`config.mk`:
```
export PLATFORM = sky130hd
export DESIGN_NAME = eth_rx_dispatcher_flat
export DESIGN_NICKNAME = d
export VERILOG_FILES = /design/src/rtl/eth_rx_dispatcher_if.sv /design/src/rtl/eth_rx_dispatcher.sv /design/src/flat_wrapper.sv
export SDC_FILE = /design/constraint.sdc
export NUM_CORES = 1
export LEC_CHECK = 0
export CORE_ASPECT_RATIO = 1.4
export CORE_MARGIN = 1
export CORE_UTILIZATION = 39
export DETAILED_ROUTE_END_ITERATION = 8
export PLACE_DENSITY = 0.77
export REMOVE_ABC_BUFFERS = 1
export SYNTH_ARGS = -nofsm -noshare
export SYNTH_HDL_FRONTEND = slang
export SYNTH_SLANG_ARGS = --single-unit
```
`constraint.sdc`:
```
create_clock -name clk -period 1.83 [get_ports clk]
set_clock_uncertainty 0.15 [all_clocks]
set_input_delay 0.366 -clock clk [delete_from_list [all_inputs] [get_ports clk]]
set_output_delay 0.366 -clock clk [all_outputs]
set_load 0.01 [all_outputs]
```
`src/rtl/eth_rx_dispatcher_if.sv`:
```
// Receive-side bundle between the frame decoder, the dispatcher and its
// sink controllers. The decoder/sink side drives through 'master'; the
// dispatcher connects through 'slave'.
interface eth_rx_dispatcher_if #(
  parameter int SINK_NUM = 4,
  parameter int PW       = (SINK_NUM > 1) ? $clog2(SINK_NUM) : 1
);
  logic                rx_start;
  logic                rx_valid;
  logic [7:0]          rx_data;
  logic                rx_stop;
  logic [SINK_NUM-1:0] sink_rdy;
  logic [SINK_NUM-1:0] sel;
  logic [PW-1:0]       port_number;
  logic [7:0]          dev_data;
  logic                dev_valid;
  logic                dev_done;
  logic                dev_err;
  logic                busy;
  logic [7:0]          drop_cnt;

  modport master (
    output rx_start, rx_valid, rx_data, rx_stop, sink_rdy,
    input  sel, port_number, dev_data, dev_valid, dev_done, dev_err,
           busy, drop_cnt
  );

  modport slave (
    input  rx_start, rx_valid, rx_data, rx_stop, sink_rdy,
    output sel, port_number, dev_data, dev_valid, dev_done, dev_err,
           busy, drop_cnt
  );
endinterface

```
`src/rtl/eth_rx_dispatcher.sv`:
```
// Routes each received frame to one sink controller. The first byte of a
// frame is a header naming the destination sink; the rest of the frame is
// forwarded to that sink if it was ready when the header arrived, otherwise
// the whole frame is discarded and counted in a saturating drop counter.
module eth_rx_dispatcher #(
  parameter int SINK_NUM = 4,
  parameter int PW       = (SINK_NUM > 1) ? $clog2(SINK_NUM) : 1
) (
  input logic                clk,
  input logic                rst_n,
  eth_rx_dispatcher_if.slave bus
);

  typedef enum logic [1:0] {
    IDLE,
    HDR,
    PASS,
    DROP
  } state_t;

  state_t state, state_nxt;

  // Registered outputs and their next values.
  logic [SINK_NUM-1:0] sel_q, sel_nxt;
  logic [PW-1:0]       port_q, port_nxt;
  logic [7:0]          data_q, data_nxt;
  logic                valid_q, valid_nxt;
  logic                done_q, done_nxt;
  logic                err_q, err_nxt;
  logic [7:0]          drop_q;
  logic                drop_inc;

  // Header decode: destination index and its one-hot form, qualified by
  // the sink's readiness. An index with no matching sink leaves hdr_hit
  // all-zero, so out-of-range ports and busy sinks both fall into DROP.
  logic [PW-1:0]       hdr_port;
  logic [SINK_NUM-1:0] hdr_hit;
  logic                hdr_ok;

  assign hdr_port = bus.rx_data[PW-1:0];
  assign hdr_ok   = |hdr_hit;

  // One-hot match of the header index against ready sinks.
  always_comb begin
    // NOTE: every always_comb output gets a default first so no path can
    // leave it unassigned and infer a latch.
    hdr_hit = '0;
    for (int i = 0; i < SINK_NUM; i++) begin
      hdr_hit[i] = (hdr_port == PW'(i)) && bus.sink_rdy[i];
    end
  end

  // State and registered outputs; reset discards any frame in flight.
  always_ff @(posedge clk or negedge rst_n) begin
    // NOTE: sequential state uses non-blocking assignments so every
    // register samples pre-edge values regardless of statement order.
    if (!rst_n) begin
      state   <= IDLE;
      sel_q   <= '0;
      port_q  <= '0;
      data_q  <= '0;
      valid_q <= 1'b0;
      done_q  <= 1'b0;
      err_q   <= 1'b0;
      drop_q  <= '0;
    end else begin
      state   <= state_nxt;
      sel_q   <= sel_nxt;
      port_q  <= port_nxt;
      data_q  <= data_nxt;
      valid_q <= valid_nxt;
      done_q  <= done_nxt;
      err_q   <= err_nxt;
      if (drop_inc && (drop_q != 8'hFF)) begin
        drop_q <= drop_q + 8'd1;
      end
    end
  end

  // Next-state: rx_start always begins a new frame except when it shares
  // a cycle with rx_stop in PASS, where the old frame completes first and
  // the new frame still begins.
  always_comb begin
    state_nxt = state;
    case (state)
      IDLE: if (bus.rx_start) state_nxt = HDR;
      HDR: begin
        if (bus.rx_start)      state_nxt = HDR;
        else if (bus.rx_stop)  state_nxt = IDLE;
        else if (bus.rx_valid) state_nxt = hdr_ok ? PASS : DROP;
      end
      PASS: begin
        if (bus.rx_stop)       state_nxt = bus.rx_start ? HDR : IDLE;
        else if (bus.rx_start) state_nxt = HDR;
      end
      DROP: begin
        if (bus.rx_start)      state_nxt = HDR;
        else if (bus.rx_stop)  state_nxt = IDLE;
      end
      default: state_nxt = IDLE;
    endcase
  end

  // Output next values: route on the header, forward in PASS, pulse
  // done/err on frame end, count frames that never reach a sink.
  always_comb begin
    sel_nxt   = sel_q;
    port_nxt  = port_q;
    data_nxt  = data_q;
    valid_nxt = 1'b0;
    done_nxt  = 1'b0;
    err_nxt   = 1'b0;
    drop_inc  = 1'b0;
    case (state)
      HDR: begin
        if (bus.rx_start || bus.rx_stop) begin
          drop_inc = 1'b1;
        end else if (bus.rx_valid && hdr_ok) begin
          sel_nxt  = hdr_hit;
          port_nxt = hdr_port;
        end
      end
      PASS: begin
        if (bus.rx_stop) begin
          done_nxt = 1'b1;
          sel_nxt  = '0;
          port_nxt = '0;
          if (bus.rx_valid) begin
            data_nxt  = bus.rx_data;
            valid_nxt = 1'b1;
          end
        end else if (bus.rx_start) begin
          // Aborted frame: any coincident byte belongs to the new frame.
          err_nxt  = 1'b1;
          sel_nxt  = '0;
          port_nxt = '0;
        end else if (bus.rx_valid) begin
          data_nxt  = bus.rx_data;
          valid_nxt = 1'b1;
        end
      end
      DROP: begin
        if (bus.rx_start || bus.rx_stop) drop_inc = 1'b1;
      end
      default: ;
    endcase
  end

  assign bus.sel         = sel_q;
  assign bus.port_number = port_q;
  assign bus.dev_data    = data_q;
  assign bus.dev_valid   = valid_q;
  assign bus.dev_done    = done_q;
  assign bus.dev_err     = err_q;
  assign bus.drop_cnt    = drop_q;
  assign bus.busy        = (state != IDLE);

endmodule

```
`src/flat_wrapper.sv`:
```
// flat-port wrapper written by rule: the top's interface ports become plain ports
module eth_rx_dispatcher_flat 
#(
  parameter int SINK_NUM = 4,
  parameter int PW       = (SINK_NUM > 1) ? $clog2(SINK_NUM) : 1
)
  (clk, rst_n, bus_rx_start, bus_rx_valid, bus_rx_data, bus_rx_stop, bus_sink_rdy, bus_sel, bus_port_number, bus_dev_data, bus_dev_valid, bus_dev_done, bus_dev_err, bus_busy, bus_drop_cnt);
  eth_rx_dispatcher_if #(.SINK_NUM(SINK_NUM), .PW(PW)) bus_i ();
  input logic clk;
  input logic rst_n;
  input wire logic [$bits(bus_i.rx_start)-1:0] bus_rx_start;
  input wire logic [$bits(bus_i.rx_valid)-1:0] bus_rx_valid;
  input wire logic [$bits(bus_i.rx_data)-1:0] bus_rx_data;
  input wire logic [$bits(bus_i.rx_stop)-1:0] bus_rx_stop;
  input wire logic [$bits(bus_i.sink_rdy)-1:0] bus_sink_rdy;
  output wire logic [$bits(bus_i.sel)-1:0] bus_sel;
  output wire logic [$bits(bus_i.port_number)-1:0] bus_port_number;
  output wire logic [$bits(bus_i.dev_data)-1:0] bus_dev_data;
  output wire logic [$bits(bus_i.dev_valid)-1:0] bus_dev_valid;
  output wire logic [$bits(bus_i.dev_done)-1:0] bus_dev_done;
  output wire logic [$bits(bus_i.dev_err)-1:0] bus_dev_err;
  output wire logic [$bits(bus_i.busy)-1:0] bus_busy;
  output wire logic [$bits(bus_i.drop_cnt)-1:0] bus_drop_cnt;
  assign bus_i.rx_start = bus_rx_start;
  assign bus_i.rx_valid = bus_rx_valid;
  assign bus_i.rx_data = bus_rx_data;
  assign bus_i.rx_stop = bus_rx_stop;
  assign bus_i.sink_rdy = bus_sink_rdy;
  assign bus_sel = bus_i.sel;
  assign bus_port_number = bus_i.port_number;
  assign bus_dev_data = bus_i.dev_data;
  assign bus_dev_valid = bus_i.dev_valid;
  assign bus_dev_done = bus_i.dev_done;
  assign bus_dev_err = bus_i.dev_err;
  assign bus_busy = bus_i.busy;
  assign bus_drop_cnt = bus_i.drop_cnt;
  eth_rx_dispatcher #(.SINK_NUM(SINK_NUM), .PW(PW)) u_core (.clk(clk), .rst_n(rst_n), .bus(bus_i));
endmodule
```
==> results.txt <==
DP Area: 1770 um^2
Post-CTS Hold Buffers: 0
DRT Pass-1 Iters: 4
antenna violations before repair: 0
grt ovf: 0
Die X: 48.6 um
Post-DRT Antenna Nets: 0
crit path buf inv count: 1
RSZ-0062 raised after global routing: true
Num CTS Buffers: 3
sequential-to-total area share from yosys stat: 57.0%
worst path arrival time: 1.28 ns
CP Data Required Time: 1.31 ns
Syn Area/Cell: 11.6 um^2
Final Hold Violating Endpoints: 0
worst skew pair latency: 0.28 ns
drt first-iter violations: 27
Core ar.: 2880 um^2
Ys Warns: 0
Initial Utilization: 41.2%
clk buf depth: 2
vias: 1018
htree depth: 1
Mapped Cells: 102
vias per cell: 4.97
Worst path top cell family by delay: buffers and inverters
# DRC: 0
top area cells in the synthesized netlist: dfrtp_1 57%, mux2i_1 6.8%, mux2_2 6.6%, nand3_1 3.8%, nand2_1 3.5%
Final setup viols: 0
wire per inst: 13.1 um
share of the synthesized area in the top cell type: 57.0%
largest net degree at the start of global routing: 28
hold crit path type: primary input to async pin
post-synth cell types: 28
synth-to-layout area growth: 57.2%
Pins Over Slew Limit: 0
clock sink total: 27
Synth area leader: dfrtp_1
first-pass GRT wire length: 4.44 mm
min Tclk post-route: 1.80 ns
setup TNS: 0 ns
flops & latches, synth: 27
fill cell count: 244
IO Port Bufs: 42
CP startpoint kind: flop
Max Freq: 556 MHz
Die Span Y: 67.3 um
relative max-transition margin: 74.9%
Antenna diodes: 0
crit-path max cell delay: 0.56 ns
Tot GR Track Use: 17.9%
MaxCap Viol Count: 0
PD cells: 1030 nW/um^2
cell count after placement: 196
# IOs: 43
CTS root buffer: clkbuf_8
vias in the first global route: 1048
CP Capture Type: output port
CTS tree: built
Cell Count, Final, Fillers Out: 205
Crit Path Category: flop to output port
final net count: 187
DPL Wire Length: 2.04 mm
slowest stage cell, crit path: clkdlybuf4s50_1
critical path cell sequence: clkdlybuf4s50_1
Leak Pwr: 0.897 nW
outcome: finished, final reports clean
layout cells sized above 1: 22.6%
Mapped Area: 1190 um^2
row count: 23
placer congestion estimate: 0.840
cell area after layout: 1860 um^2
clock transition at the registers of the reported paths: 0.10 ns
worst-path fanout max: 7
slew at the pin with the worst max-slew slack: 0.373 ns
final WL: 2.68 mm
Max VDD drop: 0.000785 V
area of the die: 3270 um^2
period utilisation layout: 98.2%
-- cell usage in the layout (no fill, tap or decap), types with 4 or more instances in the layout --
master,Yosys,layout
nand2_1,11,11
nand3_1,9,9
dfrtp_1,27,26
clkdlybuf4s50_1,0,37
buf_4,0,22
o21ai_0,4,4
dlygate4sd2_1,0,4
a21oi_1,4,4
mux2_2,7,7
mux2i_1,8,8
-- timing repair --
action	4_1_cts	5_1_grt
hold endpoints to repair	0	0
pin swaps	2	2
endpoints found under the setup margin	9	9
resized for setup	7	2
buffers inserted	4	1
-- cell type report --
cell class,instances,area (um^2),area share (%)
flip-flops and latches,27,677,36.3
repair buffers,64,583,31.3
multi-input cells,70,498,26.7
well taps,37,46.3,2.48
clock buffers,3,41.3,2.21
inverters,3,11.3,0.604
clock inverters,1,7.51,0.403
-- final timing paths --
kind	end	depth (start not counted)	startpoint	slack, ns
setup / recovery	bus_drop_cnt[3]	1	u_core.bus.drop_cnt[3]	0.03
hold / removal	u_core.bus.dev_valid	2	rst_n	0.30
setup reg to reg	u_core.bus.sel[2]	4	u_core.state[1]	0.05
hold reg to reg	u_core.bus.dev_data[1]	2	u_core.bus.dev_data[1]	0.35
max in group asynchronous	u_core.bus.drop_cnt[3]	2	rst_n	0.96
min in group clk	u_core.bus.dev_data[1]	2	u_core.bus.dev_data[1]	0.35
-- synth_stat cells --
library cell and n:
o21bai_1 1, nand3b_1 1, nand3_1 9, and2_1 1, and4_1 1, ha_1 1
a21oi_1 4, o21ai_0 4, o21a_1 2, or2_2 1, buf_6 1, clkbuf_1 1
mux2i_1 8, xnor2_1 2, or3b_1 2, inv_1 3, mux2_2 7, dfrtp_1 27
and3_1 2, nand2_1 11, o22ai_1 1, nor3_1 3, xor2_1 3, or2b_1 1
a211oi_1 1, nand2b_1 1, nor2b_1 2, nand4_1 1
-- cell families after synthesis --
kind of cell    count (synthesis)  synth area share (%)
xor+xnor                        5                  3.69
buf+inv                         5                  2.21
fa+ha+maj                       1                  1.05
flops                          27                  57.0
mux                            15                  13.4
simple gates                   36                  16.2
compound gates                 13                  6.44
-- registers in the layout, indices dropped and copies added (netlist names) --
| signal | count |
|---|---|
| u_core.bus.dev_valid | 1 |
| u_core.bus.port_number | 2 |
| u_core.state | 2 |
| u_core.bus.sel | 4 |
| u_core.bus.dev_done | 1 |
| u_core.bus.dev_err | 1 |
| u_core.bus.drop_cnt | 8 |
| u_core.bus.dev_data | 8 |
-- through the flow --
step | util (%) | hold WS (ns) | worst slack, ns | power [mW]
after detailed placement | 61.3 | 0.327 | -0.520 | 1.55
after CTS | 64.3 | 0.307 | 0.00745 | 1.93
final | 64.8 | 0.300 | 0.0326 | 1.92
after floorplan | - | -0.0796 | 0.0519 | 1.12
after global placement | 61.3 | 0.311 | -0.445 | 1.52
after global routing | 64.8 | 0.358 | -0.0283 | 2.02
-- layer usage --
metal / track usage, % / vias up / share of wire [%]
li1: - / 487 / -
met1: 19.6 / 489 / 39
met2: 34.7 / 39 / 54
met3: 1.58 / 3 / 5.0
met4: 8.82 / 0 / 1.6
met5: 0 / - / 0
-- power breakdown --
part,internal [mW],switching (mW)
logic,0.437,0.285
clock network,0.155,0.189
registers,0.736,0.116
(Power assumes the default switching activity.)
